===== src/rtl/memory_access.sv =====
// Memory stage of the 5-stage MIPS pipeline: req/ack data-bus access, stall generation, MEM/WB register.
// Optional feature macro MEM_TIMEOUT_EN: abort a BUSY access after TIMEOUT cycles without ack.
module memory_access #(
    parameter int TIMEOUT = 16
) (
    input  logic        i_clk,
    input  logic        i_nrst,
    input  logic [31:0] i_data_pc4,
    input  logic [31:0] i_data_alures,
    input  logic [31:0] i_data_rt,
    input  logic [4:0]  i_addr_regdst,
    input  logic        i_con_Mmemread,
    input  logic        i_con_Mmemwrite,
    input  logic        i_con_Malupc8,
    input  logic        i_con_Wmemtoreg,
    input  logic        i_con_Wregwrite,
    output logic        o_mem_req,
    output logic        o_mem_we,
    output logic [31:0] o_mem_addr,
    output logic [31:0] o_mem_wdata,
    input  logic        i_mem_ack,
    input  logic [31:0] i_mem_rdata,
    output logic        o_con_stall,
    output logic [31:0] o_data_FMalures,
    output logic [4:0]  o_addr_Mregdst,
    output logic        o_con_Mregwrite,
    output logic [31:0] o_data_wbres,
    output logic [4:0]  o_addr_regdst,
    output logic        o_con_Wregwrite,
    output logic        o_err_timeout,
    output logic        o_dbg_state
);
    // Bus handshake: o_mem_req rises on the edge leaving IDLE and holds we/addr/wdata stable
    // until a cycle with i_mem_ack high; that cycle completes the transfer (read data sampled
    // in it) and req falls on the following edge. Ack seen while req is low is ignored.

    typedef enum logic {IDLE = 1'b0, BUSY = 1'b1} state_t;

    state_t      state_q, state_d;
    logic        req_q, req_d;
    logic        we_q, we_d;
    logic [31:0] addr_q, addr_d;
    logic [31:0] wdata_q, wdata_d;
    logic [31:0] rdata_q, rdata_d;
    logic [31:0] wbres_q, wbres_d;
    logic [4:0]  regdst_q, regdst_d;
    logic        wregwrite_q, wregwrite_d;

    logic        access;
    logic        bubble;
    logic        stall;
    logic [31:0] fwd;
    logic [31:0] memdata;

    if (TIMEOUT < 1) begin : g_bad_timeout
        $error("memory_access: TIMEOUT must be at least 1");
    end

`ifdef MEM_TIMEOUT_EN
    localparam int CW = $clog2(TIMEOUT) + 1;
    logic [CW-1:0] cnt_q, cnt_d;
    logic          err_q, err_d;
`endif

    assign access  = i_con_Mmemread | i_con_Mmemwrite;
    assign fwd     = i_con_Malupc8 ? (i_data_pc4 + 32'd4) : i_data_alures;
    // Load data bypasses the capture register in the ack cycle itself.
    assign memdata = ((state_q == BUSY) && i_mem_ack) ? i_mem_rdata : rdata_q;

    always_comb begin
        state_d = state_q;
        req_d   = req_q;
        we_d    = we_q;
        addr_d  = addr_q;
        wdata_d = wdata_q;
        rdata_d = rdata_q;
        stall   = 1'b0;
        bubble  = 1'b0;
`ifdef MEM_TIMEOUT_EN
        cnt_d   = cnt_q;
        err_d   = err_q;
`endif
        case (state_q)
            IDLE: begin
                if (access) begin
                    state_d = BUSY;
                    req_d   = 1'b1;
                    we_d    = i_con_Mmemwrite;
                    addr_d  = i_data_alures;
                    wdata_d = i_data_rt;
                    stall   = 1'b1;
                    bubble  = 1'b1;
`ifdef MEM_TIMEOUT_EN
                    cnt_d   = '0;
`endif
                end
            end
            BUSY: begin
                if (i_mem_ack) begin
                    state_d = IDLE;
                    req_d   = 1'b0;
                    if (!we_q) begin
                        rdata_d = i_mem_rdata;
                    end
                end
`ifdef MEM_TIMEOUT_EN
                else if (cnt_q == CW'(TIMEOUT - 1)) begin
                    // Abandon the access; the instruction retires without writing back.
                    state_d = IDLE;
                    req_d   = 1'b0;
                    err_d   = 1'b1;
                    bubble  = 1'b1;
                end
`endif
                else begin
                    stall  = 1'b1;
                    bubble = 1'b1;
`ifdef MEM_TIMEOUT_EN
                    cnt_d  = cnt_q + CW'(1);
`endif
                end
            end
            default: state_d = IDLE;
        endcase

        wbres_d     = i_con_Wmemtoreg ? memdata : fwd;
        regdst_d    = i_addr_regdst;
        wregwrite_d = i_con_Wregwrite & ~bubble;
    end

    always_ff @(posedge i_clk or negedge i_nrst) begin
        if (!i_nrst) begin
            state_q     <= IDLE;
            req_q       <= 1'b0;
            we_q        <= 1'b0;
            addr_q      <= '0;
            wdata_q     <= '0;
            rdata_q     <= '0;
            wbres_q     <= '0;
            regdst_q    <= '0;
            wregwrite_q <= 1'b0;
`ifdef MEM_TIMEOUT_EN
            cnt_q       <= '0;
            err_q       <= 1'b0;
`endif
        end else begin
            state_q     <= state_d;
            req_q       <= req_d;
            we_q        <= we_d;
            addr_q      <= addr_d;
            wdata_q     <= wdata_d;
            rdata_q     <= rdata_d;
            wbres_q     <= wbres_d;
            regdst_q    <= regdst_d;
            wregwrite_q <= wregwrite_d;
`ifdef MEM_TIMEOUT_EN
            cnt_q       <= cnt_d;
            err_q       <= err_d;
`endif
        end
    end

    assign o_mem_req       = req_q;
    assign o_mem_we        = we_q;
    assign o_mem_addr      = addr_q;
    assign o_mem_wdata     = wdata_q;
    assign o_con_stall     = stall;
    assign o_data_FMalures = fwd;
    assign o_addr_Mregdst  = i_addr_regdst;
    assign o_con_Mregwrite = i_con_Wregwrite;
    assign o_data_wbres    = wbres_q;
    assign o_addr_regdst   = regdst_q;
    assign o_con_Wregwrite = wregwrite_q;
    assign o_dbg_state     = state_q;
`ifdef MEM_TIMEOUT_EN
    assign o_err_timeout   = err_q;
`else
    assign o_err_timeout   = 1'b0;
`endif

endmodule

===== config.mk =====
export PLATFORM = sky130hd
export DESIGN_NAME = memory_access
export DESIGN_NICKNAME = d
export VERILOG_FILES = /design/src/rtl/memory_access.sv
export SDC_FILE = /design/constraint.sdc
export NUM_CORES = 1
export LEC_CHECK = 0
export CAP_MARGIN = 25
export CORE_MARGIN = 1
export CORE_UTILIZATION = 38
export DETAILED_ROUTE_END_ITERATION = 8
export PLACE_DENSITY = 0.76
export SLEW_MARGIN = 10
export SYNTH_ARGS = -nofsm -noshare
export SYNTH_HDL_FRONTEND = slang
export SYNTH_SLANG_ARGS = --single-unit
export TNS_END_PERCENT = 20

===== constraint.sdc =====
create_clock -name i_clk -period 1.7 [get_ports i_clk]
set_input_delay 0.34 -clock i_clk [delete_from_list [all_inputs] [get_ports i_clk]]
set_output_delay 0.34 -clock i_clk [all_outputs]
set_load 0.1 [all_outputs]

==> results.sh <==
export IMPL_finalPower_uw=17600
export IMPL_via_per_inst=5.15
export IMPL_dieArea_um2=17600
export IMPL_slowest_delay_ns=0.33
export IMPL_synth_async_sr_flop_share=1.00
export IMPL_syn_cell_area_um2=6490
export IMPL_tightest_slew_ns=1.00
export IMPL_crit_type="input port to output port"
export IMPL_wl_um=24500
export IMPL_drv_slew=0
export IMPL_wl_per_cell_um=20.4
export IMPL_cp_end_kind="output port"
export IMPL_yosys_area_top_type="dfrtp_1"
export IMPL_hpwlAfterDp_um=18200
export IMPL_min_path_type="input port to async pin"
export IMPL_drc=0
export IMPL_postRouteAntennaNets=0
export IMPL_maxCapViolCount=0
export IMPL_yosysWarnings=0
export IMPL_via_count=6171
export IMPL_crit_fanout=8
export IMPL_gp_congestion=0.896
export IMPL_io_buffers=284
export IMPL_ir_worst_vdd_mv=1.12
export IMPL_cts_root_buf="clkbuf_16"
export IMPL_finalWorstSetupSlack_ns=-0.531
export IMPL_cts_max_path_buffers=2
export IMPL_core_um2=16600
export IMPL_postLayoutCoreUtil=0.784
export IMPL_power_density_nw_per_um2=1350
export IMPL_rows=47
export IMPL_synth_edf_count=0
export IMPL_rsz0062_at_grt="yes"
export IMPL_htree_levels=4
export IMPL_outcome="finished with violations"
export IMPL_timing_final_crit_period_ns=2.23
export IMPL_violations="negative setup slack"
export IMPL_drive_gt1_frac=0.510
export IMPL_cts_buffers=17
export IMPL_cp_cell_sequence="buf_8 -> ha_4 -> nand2_4 -> nor4_4 -> buf_6 -> nand4_1 -> xor2_1 -> a21oi_4 -> buf_12"
export IMPL_setup_violations=28
export IMPL_grt_pass1_wl_um=37800
export IMPL_num_io_pins=286
export IMPL_synth_top_area_frac=0.528
export IMPL_ys_seq_area_frac=0.528
export IMPL_die_w_um=133
export IMPL_cp_data_required_time_ns=1.36
export IMPL_nets=1106
export IMPL_grt_max_degree=50
export IMPL_cts_tree="built"
export IMPL_p_leak_uw=0.00570
export IMPL_grt_use_total=0.284
export IMPL_ff2ff_path_depth=4
export IMPL_start_util=0.390
export IMPL_antenna_found_initial=3
export IMPL_synth_area_leaders="dfrtp_1 (53%), mux2_2 (18%), nand2_1 (5.1%), nor2_1 (2.7%), xor2_1 (2.2%)"
export IMPL_cp_start_kind="input port"
export IMPL_drt_first_iter_violations=314
export IMPL_clk_latency_ns=0.42
export IMPL_layout_common_cells="buf_12 (153), dfrtp_1 (136), clkdlybuf4s50_1 (110), mux2_2 (99), buf_4 (94)"
export IMPL_max_freq_ghz=0.448
export IMPL_synth_fp_nets=732
export IMPL_clkSlewWorstSetupHoldPaths_ns=0.07
export IMPL_arrival_ns=1.89
export IMPL_fin_crit_sh=1.31
export IMPL_postSynthCellCount=590
export IMPL_fin_skew_ns=0.00932
export IMPL_cts_sinks=137
export IMPL_grt_ovfl_total=0
export IMPL_critPathSlowestCell="nor4_4"
export IMPL_grt_pass1_vias=6846
export IMPL_first_pass_iters=5
export IMPL_slew_headroom=0.328
export IMPL_synth_cell_types=51
export IMPL_avgSynthCellArea_um2=11.0
export IMPL_ys_seq_elements=137
export IMPL_final_common_cell="buf_12"
export IMPL_hold_viol=0
export IMPL_syn2layout_area_growth_pct=101
export IMPL_yosys_most_used_dff="dfrtp_1"
export IMPL_die_h_um=133
[worst paths after layout]
path | start | slack, ns | to
max | i_data_pc4[3] | -0.53 | o_data_FMalures[18]
min | i_nrst | 0.41 | o_mem_wdata[12]
max reg2reg | o_dbg_state | 0.22 | rdata_q[26]
min reg2reg | rdata_q[7] | 0.50 | rdata_q[7]
max in group asynchronous | i_nrst | 0.67 | o_mem_wdata[11]
min in group i_clk | i_data_pc4[20] | 0.41 | o_data_wbres[20]
[cell type report]
cell class	count	area (um2)
multi-input cells	405	3510
flip-flops and latches	137	3430
clock inverters	14	160
diodes	2	5.00
well taps	220	275
repair buffers	397	5200
inverters	6	22.5
clock buffers	18	429
fillers	983	3600
[stage by stage]
stage	std cells	instance area (um2)	hold slack (ns)	TNS [ns]	setup WS [ns]
after floorplan	590	7070	0.0444	-22.19	-0.496
after global placement	1155	12300	0.304	-42.50	-0.927
after detailed placement	1155	12300	0.303	-47.92	-0.992
after CTS	1192	13000	0.424	-10.16	-0.508
after global routing	1199	13000	0.418	-11.72	-0.579
final	1199	13000	0.406	-10.26	-0.531
[worst max-delay path, delay by kind of cell]
| kind | cells | cell delay [ns] |
|---|---|---|
| buf+inv | 3 | 0.46 |
| simple gates | 3 | 0.50 |
| fa+ha+maj | 1 | 0.15 |
| compound gates | 1 | 0.11 |
| xor+xnor | 1 | 0.33 |
[cells by family (layout without fill, tap and decap cells)]
group,Yosys count,after routing,synth area share
multiplexers,105,105,0.181
AO/OA/AOI/OAI,83,83,0.0796
flip-flops,137,137,0.528
adder cells (fa/ha/maj),1,1,0.00193
buffers and inverters,48,435,0.0343
XOR/XNOR,23,23,0.0310
AND/OR/NAND/NOR,192,192,0.143
other,1,3,0.000577
[state kept, by name, summed over array words and instances, names as in the netlist]
register / count
o_mem_we: 1
o_dbg_state: 1
o_mem_wdata: 32
o_addr_regdst: 5
o_mem_req: 1
o_data_wbres: 32
o_con_Wregwrite: 1
o_mem_addr: 32
rdata_q: 32
[what timing repair did]
action	4_1_cts	5_1_grt
gates cloned	1	0
hold buffers	1	0
pin swaps	29	17
gates resized for setup	110	28
endpoints found under the hold margin	39	0
setup buffers	6	6
endpoints found under the setup margin	53	31
[cells in the mapped netlist (4+ instances only)]
cell,n
nand4_1,5
o21ai_0,15
dfrtp_1,137
inv_1,6
nor3_1,4
o21ai_1,4
a22oi_1,14
a31oi_1,11
and2_1,4
nand2_1,89
buf_4,7
buf_2,7
clkbuf_1,24
and3_1,5
nor2_1,46
nand3_1,17
xor2_1,16
a21oi_1,24
xnor2_1,7
mux2_2,101
[power by group]
group / total, uW / internal, uW / switching (uW)
combinational: 9130 / 3450 / 5680
sequential: 4710 / 4050 / 660
clock: 3780 / 2200 / 1580
[per-layer routing]
layer,GRT usage,share of wire
met1,0.325,0.39
met2,0.492,0.51
met3,0.0732,0.062
met4,0.142,0.041
met5,0,0
Note: power is estimated with default switching activity, not from simulation.
